--- src/rtl/apb2axi_tag_sched.sv ---
// apb2axi_tag_sched: per-tag lifecycle tracking with lowest-free allocation and round-robin issue
module apb2axi_tag_sched #(
  parameter int TAG_NUM = 16,
  parameter int TAG_W = $clog2(TAG_NUM)
) (
  input  logic             aclk,
  input  logic             aresetn,
  input  logic             alloc_req,
  output logic             alloc_gnt,
  output logic [TAG_W-1:0] alloc_tag,
  input  logic             commit_valid,
  input  logic [TAG_W-1:0] commit_tag,
  input  logic             commit_is_write,
  output logic             issue_valid,
  output logic [TAG_W-1:0] issue_tag,
  output logic             issue_is_write,
  input  logic             issue_ready,
  input  logic             cpl_valid,
  input  logic [TAG_W-1:0] cpl_tag,
  input  logic             rel_valid,
  input  logic [TAG_W-1:0] rel_tag,
  input  logic [TAG_W-1:0] query_tag,
  output logic [1:0]       query_state,
  output logic [TAG_W:0]   free_cnt,
  output logic             err_pulse
);
  typedef enum logic [1:0] {ST_EMPTY, ST_ALLOCATED, ST_PENDING, ST_COMPLETE} entry_state_e;
  localparam logic [2:0] S_EMPTY = 3'd0, S_ALLOC = 3'd1, S_PEND = 3'd2, S_ISSUED = 3'd3, S_CPL = 3'd4;
  logic [TAG_NUM-1:0][2:0] st_q, st_d;
  logic [TAG_NUM-1:0] wr_q, wr_d, pend_m;
  logic [TAG_W-1:0] rr_q, rr_d, issue_tag_q, issue_tag_d, cand;
  logic issue_valid_q, issue_valid_d, issue_is_write_q, issue_is_write_d, err_q, err_d;
  logic [TAG_W:0] free_cnt_q, free_cnt_d;
  logic any_empty, cand_ok, hs, load, cmt_ok, cpl_ok, rel_ok;
  logic [2:0] qs;
  always_comb begin
    any_empty = 1'b0;
    alloc_tag = '0;
    for (int i = TAG_NUM - 1; i >= 0; i--)
      if (st_q[i] == S_EMPTY) begin
        any_empty = 1'b1;
        alloc_tag = TAG_W'(i);
      end
  end
  assign alloc_gnt = alloc_req & any_empty;
  assign hs = issue_valid_q & issue_ready;
  assign load = ~issue_valid_q | hs;
  assign cmt_ok = commit_valid && st_q[commit_tag] == S_ALLOC;
  assign cpl_ok = cpl_valid && st_q[cpl_tag] == S_ISSUED;
  assign rel_ok = rel_valid && st_q[rel_tag] == S_CPL;
  // the tag leaving on this handshake is still PEND in the registered state, so mask it out
  for (genvar i = 0; i < TAG_NUM; i++) begin : g_pend
    assign pend_m[i] = st_q[i] == S_PEND && !(hs && issue_tag_q == TAG_W'(i));
  end
  always_comb begin
    cand_ok = 1'b0;
    cand = '0;
    for (int i = TAG_NUM - 1; i >= 0; i--)
      if (pend_m[rr_q + TAG_W'(i)]) begin
        cand_ok = 1'b1;
        cand = rr_q + TAG_W'(i);
      end
  end
  always_comb begin
    st_d = st_q;
    wr_d = wr_q;
    if (alloc_gnt) st_d[alloc_tag] = S_ALLOC;
    if (cmt_ok) begin
      st_d[commit_tag] = S_PEND;
      wr_d[commit_tag] = commit_is_write;
    end
    if (hs) st_d[issue_tag_q] = S_ISSUED;
    if (cpl_ok) st_d[cpl_tag] = S_CPL;
    if (rel_ok) st_d[rel_tag] = S_EMPTY;
  end
  always_comb begin
    issue_valid_d = load ? cand_ok : issue_valid_q;
    issue_tag_d = load && cand_ok ? cand : issue_tag_q;
    issue_is_write_d = load && cand_ok ? wr_q[cand] : issue_is_write_q;
    rr_d = load && cand_ok ? cand + 1'b1 : rr_q;
    free_cnt_d = free_cnt_q + (TAG_W+1)'(rel_ok) - (TAG_W+1)'(alloc_gnt);
    err_d = (commit_valid & ~cmt_ok) | (cpl_valid & ~cpl_ok) | (rel_valid & ~rel_ok);
  end
  always_ff @(posedge aclk or negedge aresetn)
    if (!aresetn) begin
      st_q <= '0;
      wr_q <= '0;
      rr_q <= '0;
      issue_valid_q <= 1'b0;
      issue_tag_q <= '0;
      issue_is_write_q <= 1'b0;
      free_cnt_q <= (TAG_W+1)'(TAG_NUM);
      err_q <= 1'b0;
    end else begin
      st_q <= st_d;
      wr_q <= wr_d;
      rr_q <= rr_d;
      issue_valid_q <= issue_valid_d;
      issue_tag_q <= issue_tag_d;
      issue_is_write_q <= issue_is_write_d;
      free_cnt_q <= free_cnt_d;
      err_q <= err_d;
    end
  assign qs = st_q[query_tag];
  assign query_state = qs == S_EMPTY ? ST_EMPTY : qs == S_ALLOC ? ST_ALLOCATED : qs == S_CPL ? ST_COMPLETE : ST_PENDING;
  assign issue_valid = issue_valid_q;
  assign issue_tag = issue_tag_q;
  assign issue_is_write = issue_is_write_q;
  assign free_cnt = free_cnt_q;
  assign err_pulse = err_q;
endmodule

--- config.mk ---
export PLATFORM = sky130hd
export DESIGN_NAME = apb2axi_tag_sched
export DESIGN_NICKNAME = d
export VERILOG_FILES = /design/src/rtl/apb2axi_tag_sched.sv
export SDC_FILE = /design/constraint.sdc
export NUM_CORES = 1
export LEC_CHECK = 0
export ABC_AREA = 0
export CORE_MARGIN = 2
export CORE_UTILIZATION = 65
export CTS_CLUSTER_DIAMETER = 30
export DETAILED_ROUTE_END_ITERATION = 12
export GPL_ROUTABILITY_DRIVEN = 0
export HOLD_SLACK_MARGIN = 0.03
export MAX_ROUTING_LAYER = met4
export PLACE_DENSITY = 0.85
export SETUP_SLACK_MARGIN = 0.2
export SYNTH_ARGS = -nofsm -noshare
export SYNTH_HDL_FRONTEND = slang
export SYNTH_SLANG_ARGS = --single-unit
--- constraint.sdc ---
create_clock -name aclk -period 7.74 [get_ports aclk]
set_clock_uncertainty 0.15 [all_clocks]
set_input_delay 1.161 -clock aclk [delete_from_list [all_inputs] [get_ports aclk]]
set_output_delay 1.161 -clock aclk [all_outputs]
set_load 0.05 [all_outputs]
Yosys cells after proc, flatten, opt, wreduce, memory -nomap -nowiden
Index checks and enable logic that the tools add are counted.
W data, S select, Z words.
{ "op_classes": {"eq_ne": 36, "n_reduce_logical": 75, "bitwise_logic": 26, "magnitude_cmp": 28, "add_sub_neg": 18, "n_mux": 127} }
{ "ops": {"columns": ["op", "count"], "rows": [
  ["$mux W48", 5],
  ["$mux W4", 32],
  ["$lt A4 B5 Y1 const B", 23],
  ["$and A32 B32 Y32", 3],
  ["$not A32 Y32", 3],
  ["$bmux W1 S4", 17],
  ["$demux W3 S4", 5],
  ["$eq A3 B2 Y1 const B", 17],
  ["$logic_not A3 Y1", 17],
  ["$mux W1", 51],
  ["$and A48 B48 Y48", 1],
  ["$bmux W3 S4", 4],
  ["$not A48 Y48", 1],
  ["$or A16 B16 Y16", 3],
  ["$logic_and A1 B1 Y1", 41],
  ["$add A4 B4 Y4 const B", 8],
  ["$eq A4 B4 Y1 const B", 8],
  ["$or A32 B32 Y32", 1],
  ["$mux W3", 9],
  ["$ge A4 B1 Y1 const B", 5],
  ["$add A4 B3 Y4 const B", 4],
  ["$and A16 B16 Y16", 1],
  ["$bwmux W16", 1],
  ["$eq A4 B3 Y1 const B", 4],
  ["other kinds (16)", 46]
]} }
{ "word_totals": {"elab_cells": 333, "reg_bits": 80, "out_inout_bits": 19} }

Depth between registers and ports, before layout
Gate-level depths: netlist of the first run.
{ "depth": {"depth_word": 32, "depth_mapped": 18, "mapped_depth_nobuf": 16} }

Worst setup path before layout of the first run
No wires, ideal clock.
{ "synth_path": {"path_kind": "input to output", "start": "input port query_tag[1]", "end": "output port query_state[0]", "cell_stages": 5, "t_required_ps": 6429, "arrival_ps": 3440, "setup_slack_ps": 2989, "cell_sequence": "buf_1 -> mux4_2 -> mux4_2 -> xnor2_1 -> nor2_1"} }
{ "synth_via": {"elab_chain_len": 6, "elab_cells_between_ends": 8, "cone_classes": "eq/ne (2); mux (5); reduce/logical (1)"} }
{ "synth_lines": {"columns": ["item", "line", "source"], "rows": [
  ["start: declaration", "22", "input logic [TAG_W-1:0] query_tag,"],
  ["$bmux W3 S4 *", "104", "assign qs = st_q[query_tag];"],
  ["$mux W3 (not written as such) *", "104", null],
  ["$eq A3 B3 Y1", "105", "assign query_state = qs == S_EMPTY ? ST_EMPTY : qs == S_ALLOC ? ST_ALLOCATED : qs == S_CPL ? ST_COMPLETE : ST_ ..."],
  ["$mux W1", "105", null],
  ["$mux W2", "105", null],
  ["$mux W2 *", "105", null],
  ["end: declaration", "23", "output logic [1:0] query_state,"]
]} }
Mark *: on every way between the ends. The rest lies on a longest branch, timed or not. The select of a mux whose other input is x is not followed.

Final worst setup path of the first run
{ "layout_path": {"start": "input port issue_ready", "end": "register issue_is_write_q (netlist: issue_is_write)"} }
{ "layout_via": {"elab_chain_len": 24, "elab_cells_between_ends": 117, "cone_classes": "mux (66); bitwise (2); reduce/logical (49)"} }
{ "layout_lines": {"columns": ["item", "line", "source"], "rows": [
  ["start: declaration", "17", "input logic issue_ready,"],
  ["$and A1 B1 Y1 *", "46", "assign hs = issue_valid_q & issue_ready;"],
  ["$logic_and A1 B1 Y1", "53", "assign pend_m[i] = st_q[i] == S_PEND && !(hs && issue_tag_q == TAG_W'(i));"],
  ["$logic_not A1 Y1", "53", null],
  ["$logic_and A1 B1 Y1", "53", null],
  ["$bmux W1 S4", "59", "if (pend_m[rr_q + TAG_W'(i)]) begin"],
  ["$mux W1 (not written as such)", "59", null],
  ["$mux W4 (16 in a row)", "59", null],
  ["$bmux W1 S4", "79", "issue_is_write_d = load && cand_ok ? wr_q[cand] : issue_is_write_q;"],
  ["$mux W1 (not written as such)", "79", null],
  ["end signal: assignment", "100", "issue_is_write_q <= issue_is_write_d;"],
  ["end: declaration", "32", "logic issue_valid_q, issue_valid_d, issue_is_write_q, issue_is_write_d, err_q, err_d;"]
]} }
Marked as above.
A chain may end at the register's enable or synchronous reset.

==> impl_metrics.csv, run 1 <==
group,metric,value,unit
sta,finalCritPeriodShare,73.93,%
yosys,ys_seq_area_share,25.77,%
detailed_routing,dr.pass1.iters,9,
floorplan,core_region_area,11560,µm²
yosys,synth_common_cells,"nand2_1 (97), nor2_1 (81), dfrtp_1 (79)",
layout,synthToLayoutAreaGrowth,9.818,%
clock_tree,cts-resized-gates,0,
critical_path,cpMaxStageDelayCell,"clkdlybuf4s50_1",
yosys,synth_flop_cell,"dfrtp_1",
run,cap_violations,0,
yosys,synth_top_area_share,25.43,%
critical_path,worst-setup-path-type,"in -> reg",
sta,tns,0,ns
critical_path,max_stage_delay,0.71,ns
yosys,synthTopCellsByArea,"dfrtp_1 (25%), mux4_2 (8.7%), nand2_1 (4.7%), o21ai_0 (4.1%), mux2_2 (4.1%)",
clock_tree,post_cts_buffers,0,
detailed_routing,drtAntennaViolNets,0,
layout,drive_gt1_share,9.824,%
sta,worstMarginPinSlew,0.9811,ns
clock_tree,cts_tree,"built",
detailed_routing,wire_per_inst,23.82,µm
critical_path,crit_required,7.84,ns
grt,grt_overflow_total,0,
floorplan,std_cell_rows,39,
yosys,syn_avg_cell_area,8.191,µm²
yosys,ys_warn_count,0,
status,status,"finished, final reports clean",
critical_path,start_kind,"input port",
detailed_routing,drc,0,
layout,fill_cells,896,
yosys,synth_nets,987,
layout,nets,1000,
floorplan,floorplan.initialDensity,67.22,%
floorplan,die_h,113.4,µm
critical_path,cp_top_family,"compound AO/OA/AOI/OAI gates",
yosys,ys_types,76,
yosys,ys_seq_elements,80,
critical_path,arrival,5.83,ns
critical_path,cp_max_fo,11,
grt,grt_pass1_vias,7688,
placed_design,port_buffers,42,
clock_tree,cts.sinks,80,
detailed_routing,vias_per_cell,7.559,
layout,seqCellArea,2003,µm²
critical_path,path_cells,"clkdlybuf4s50_1 -> nand4b_1 -> o211ai_1 -> mux2i_1 -> mux4_2 -> mux2i_1 -> o21ai_0 -> nand2_1 -> o21ai_0 -> a31oi_1 -> nor2b_1 -> a22o_1 -> or4_1 -> o221ai_1",
clock_tree,clock_latency,0.34,ns
yosys,syn-cell-area,7774,µm²
yosys,syn_inst,949,
sta,hold_violations,0,
clock_tree,htree_num_levels,3,
yosys,synthMostInstantiatedCell,"nand2_1",
clock_tree,cts_made_buffers,9,
floorplan,die_area,12850,µm²
yosys,synthArstFlopShare,100.0,%
floorplan,die_w,113.4,µm
placed_design,placed_cells,1094,
clock_tree,cts.root.buffer_cell,"clkbuf_16",
clock_tree,cts_hold_buf,0,
detailed_routing,routed_wirelength,26470,µm
sta,max_freq,0.1748,GHz
placed_design,hpwl,19420,µm
grt,grt_pass1_wl,41150,µm
layout,fin_cells,1111,
yosys,synth_top_area_cell,"dfrtp_1",
clock_tree,cts_max_path_buffers,2,
clock_tree,clk_pin_slew,0.06,ns
sta,rsz0062_at_grt,"no",
grt,grt_util_all_layers,42.18,%
grt,grt_max_degree,81,
min_path,hold_path.class,"reg -> reg",
detailed_routing,vias,8398,
layout,multi_input_area,5400,µm²
critical_path,end_kind,"register",
sta,setup_viol_count_final,0,
sta,slew_headroom,34.39,%
sta,period_minus_slack,5.722,ns
sta,slew_violations,0,
grt,antenna_found_initial,0,
critical_path,path_buf_inv,1,
yosys,synth_edf_count,0,
floorplan,ios,43,
detailed_routing,drtIter0Drc,1652,
critical_path,ff2ff_setup_slack,2.04,ns
[cells by family after synthesis]
family | Yosys count | synth area share (%)
buffers and inverters | 97 | 4.764
AOI/OAI and AO/OA | 274 | 23.66
xor gates and xnor gates | 20 | 2.253
adders and majority gates | 14 | 2.350
muxes | 77 | 15.26
and+or+nand+nor | 387 | 25.95
DFF | 80 | 25.77
[sequential cells by signal, summed over array words and instances (netlist names)]
signal / flops
wr_q: 16
issue_is_write: 1
rr_q: 4
st_q: 48
free_cnt: 5
issue_valid: 1
err_pulse: 1
issue_tag: 4
[placed cells by master (no fill, tap or decap), types with 15 or more instances in the layout]
cell type,netlist,layout
a21oi_1,47,47
a31oi_1,20,20
clkdlybuf4s50_1,0,41
dfrtp_1,79,79
inv_1,54,54
mux2_2,28,28
mux2i_1,18,18
mux4_2,30,30
nand2_1,97,97
nand2b_1,15,15
nand3_1,42,42
nand4_1,18,18
nor2_1,81,81
nor2b_1,17,17
nor3_1,28,28
o211ai_1,29,29
o21ai_0,63,63
xnor2_1,15,15
[worst reg2reg max path, cell delays in order (launching register included)]
cell and delay, ns:
dfrtp_1 0.83, inv_2 0.37, ha_1 0.39, xor2_1 0.54, nor2_1 0.21, o211ai_1 0.13, nand4_1 0.21, mux2i_1 0.65
o21bai_1 0.17, o211ai_1 0.24, nand2_1 0.09, a31oi_1 0.76, nor2b_1 0.15, a22o_1 0.25, or4_1 0.40, o221ai_1 0.08
[final timing paths]
check / from / end / depth (start not counted)
max in group asynchronous: aresetn / st_q[36] / 1
worst max register to register: rr_q[1] / issue_is_write / 15
worst max-delay path: issue_ready / issue_is_write / 14
worst min register to register: wr_q[12] / wr_q[12] / 1
min in group asynchronous: aresetn / wr_q[1] / 1
worst min-delay path: wr_q[12] / wr_q[12] / 1
[stage by stage]
| stage | cell area [µm²] | setup WS, ns | utilization, % | hold WS [ns] |
|---|---|---|---|---|
| after floorplan | 7774 | 2.989 | - | 0.3210 |
| after global placement | 8222 | 1.975 | 71.09 | 0.3381 |
| after detailed placement | 8222 | 1.811 | 71.09 | 0.3418 |
| after CTS | 8534 | 2.104 | 73.80 | 0.3555 |
| after global routing | 8534 | 1.634 | 73.80 | 0.3728 |
| final | 8537 | 2.018 | 73.82 | 0.3542 |
[layout make-up]
| class | instances | share of cell area [%] |
|---|---|---|
| inverter | 55 | 2.418 |
| antenna | 1 | 0.02931 |
| tap | 143 | 2.096 |
| timing repair buffer | 44 | 5.071 |
| multi-input combinational | 772 | 63.26 |
| clock buffer | 11 | 2.961 |
| sequential | 80 | 23.46 |
| clock inverter | 5 | 0.7035 |
[per-layer routing]
metal,GRT usage (%),wire length [µm],vias up
met1,55.18,9667,3847
met5,-,0,-
met2,60.36,11070,740
li1,-,-,3632
met3,13.71,4193,179
met4,18.05,1539,0
Power of run 1 is left out: the tool's default activity adds up to more than one toggle a clock period on the data nets, which glitch-free logic cannot reach.
==> inputs of run 2 (changes only) <==
--- a/config.mk
+++ b/config.mk
@@ -7,13 +7,13 @@
 export LEC_CHECK = 0
 export ABC_AREA = 0
 export CORE_MARGIN = 2
-export CORE_UTILIZATION = 65
+export CORE_UTILIZATION = 56
 export CTS_CLUSTER_DIAMETER = 30
 export DETAILED_ROUTE_END_ITERATION = 12
 export GPL_ROUTABILITY_DRIVEN = 0
 export HOLD_SLACK_MARGIN = 0.03
 export MAX_ROUTING_LAYER = met4
-export PLACE_DENSITY = 0.85
+export PLACE_DENSITY = 0.77
 export SETUP_SLACK_MARGIN = 0.2
 export SYNTH_ARGS = -nofsm -noshare
 export SYNTH_HDL_FRONTEND = slang
==> constraint.sdc (replaced) <==
create_clock -name aclk -period 5.2 [get_ports aclk]
set_clock_uncertainty 0.15 [all_clocks]
set_input_delay 0.78 -clock aclk [delete_from_list [all_inputs] [get_ports aclk]]
set_output_delay 0.78 -clock aclk [all_outputs]
set_load 0.05 [all_outputs]
==> run 2 against run 1 <==
- utilization down 8.2 points
- hold slack got worse by 0.0014 ns
- routed wire length is 4.4% higher
- die area increased by 15%
- count of clock-buffer cells in the layout grew 1
- via count rose by 2.3%
- cell count grew 7.9%
- setup slack worse by 1.6 ns
- critical path depth grew 1
- first-iteration DRC count is 18% lower
- register-to-register slack worse by 1.6 ns
- critical path type is now reg -> reg
==> impl_metrics.csv, run 2 (synthesis results as in run 1) <==
group,metric,value,unit
floorplan,die_area,14840,µm²
clock_tree,clock_latency,0.35,ns
clock_tree,clk_pin_slew,0.06,ns
layout,top_register,"st_q",
critical_path,start_kind,"register",
critical_path,worst-setup-path-type,"reg -> reg",
critical_path,max_stage_delay,0.54,ns
layout,final_cell_mix,"nand2_1 (97), nor2_1 (81), dfrtp_1 (79)",
critical_path,rr_startpoint,"rr_q[0]",
critical_path,cpMaxStageDelayCell,"mux4_2",
sta,period_minus_slack,4.769,ns
clock_tree,cts_hold_buf,0,
floorplan,floorplan.initialDensity,56.66,%
detailed_routing,drtIter0Drc,1359,
sta,worstMarginPinSlew,1.025,ns
layout,drive_gt1_share,14.37,%
critical_path,arrival,4.82,ns
floorplan,die_h,121.8,µm
sta,max_freq,0.2097,GHz
detailed_routing,drc,0,
clock_tree,htree_num_levels,3,
sta,worst_slack,0.4310,ns
clock_tree,cts.root.buffer_cell,"clkbuf_16",
floorplan,std_cell_rows,43,
detailed_routing,wire_per_inst,23.04,µm
grt,grt_pass1_wl,42680,µm
status,status,"finished, final reports clean",
sta,finalCritPeriodShare,91.71,%
critical_path,path_cells,"buf_4 -> nor4b_1 -> o21ai_0 -> and2_1 -> mux4_2 -> mux2i_1 -> a21oi_1 -> o211ai_1 -> o21ai_2 -> a21oi_4 -> buf_4 -> nor2b_1 -> a2111oi_0 -> or4_1 -> o221ai_1",
sta,setup_viol_count_final,0,
critical_path,critPathMostFrequentCell,"buf_4",
layout,nets,1049,
critical_path,crit_required,5.25,ns
clock_tree,cts_max_path_buffers,2,
grt,grt_max_degree,81,
floorplan,ios,43,
clock_tree,cts_tree,"built",
layout,layout_commonest_cell,"nand2_1",
clock_tree,cts.sinks,80,
floorplan,core_region_area,13720,µm²
grt,antenna_found_initial,2,
grt,grt_pass1_vias,7912,
detailed_routing,drtAntennaViolNets,0,
grt,grt_util_all_layers,38.44,%
detailed_routing,vias_per_cell,7.166,
placed_design,post-place-ws,-0.08454,ns
critical_path,cp_max_fo,37,
sta,rsz0062_at_grt,"no",
layout,synthToLayoutAreaGrowth,15.73,%
sta,slew_headroom,31.44,%
min_path,hp-start,"free_cnt[0]",
sta,slew_violations,0,
grt,grt_overflow_total,0,
critical_path,end_kind,"register",
sta,hold_violations,0,
clock_tree,cts_made_buffers,9,
placed_design,hpwl,20430,µm
layout,largest_reg_flops,48,
min_path,hold_path.class,"reg -> reg",
critical_path,crit_start,"rr_q[0]",
run,cap_violations,0,
detailed_routing,dr.pass1.iters,12,
floorplan,die_w,121.8,µm
detailed_routing,vias,8592,
placed_design,port_buffers,42,
detailed_routing,routed_wirelength,27630,µm
-- run 2: cell types whose count changed in the layout (fill, tap and decap cells not counted), sizes merged --
cell           before  now
buf                 3   51
diode               1    3
a21oi              48   49
bufinv              1    2
clkbuf             11   12
clkdlybuf4s50      41   40
clkinv              1    0
dlymetal6s2s        0    1
inv                57   56
-- run 2: final timing paths --
kind	endpoint	slack, ns	cells past startpoint
min	free_cnt[0]	0.35	1
max reg2reg	issue_is_write	0.43	15
min in group asynchronous	st_q[36]	0.43	1
min reg2reg	free_cnt[0]	0.35	1
max	issue_is_write	0.43	15
max in group asynchronous	wr_q[2]	3.78	1
-- run 2: what timing repair did --
item                                    4_1_cts  5_1_grt
endpoints found under the hold margin         0        0
setup buffers                                 0        4
endpoints found under the setup margin        0        4
gates resized for setup                       0        4
-- run 2: area by class of cell --
| class | instances | area, µm² |
|---|---|---|
| inverter | 55 | 206.4 |
| multi-input combinational | 773 | 5425 |
| tap | 180 | 225.2 |
| clock inverter | 4 | 76.32 |
| timing repair buffer | 92 | 795.8 |
| fill | 1149 | 4723 |
| sequential | 80 | 2003 |
| clock buffer | 12 | 256.5 |
| antenna | 3 | 7.507 |
-- run 2: metrics by stage --
| stage | cell area [µm²] | hold WS (ns) | setup TNS (ns) | cells | util, % |
|---|---|---|---|---|---|
| 2_1_floorplan | 7774 | 0.3210 | 0 | 949 | - |
| 3_3_place_gp | 8598 | 0.3370 | 0 | 1175 | 62.67 |
| 3_5_place_dp | 8598 | 0.3453 | -0.08454 | 1175 | 62.67 |
| 4_1_cts | 8931 | 0.3577 | 0 | 1191 | 65.10 |
| 5_1_grt | 8994 | 0.3725 | 0 | 1198 | 65.55 |
| 6_report | 8996 | 0.3528 | 0 | 1199 | 65.57 |
-- run 2: critical path, delay by kind of cell, from the launching register on --
family | cells | cell delay (ns)
AOI/OAI and AO/OA | 7 | 1.62
and+or+nand+nor | 4 | 0.86
buffers and inverters | 2 | 0.46
DFF | 1 | 0.49
muxes | 2 | 1.01
-- run 2: layer usage --
metal  share of wire [%]  GRT usage (%)  wire [µm]
met5                   0              -          0
met2                  43          55.94      11970
met4                 5.7          17.46       1566
met3                  14          9.972       3760
met1                  37          50.44      10330
Power of run 2 is left out for the same reason.
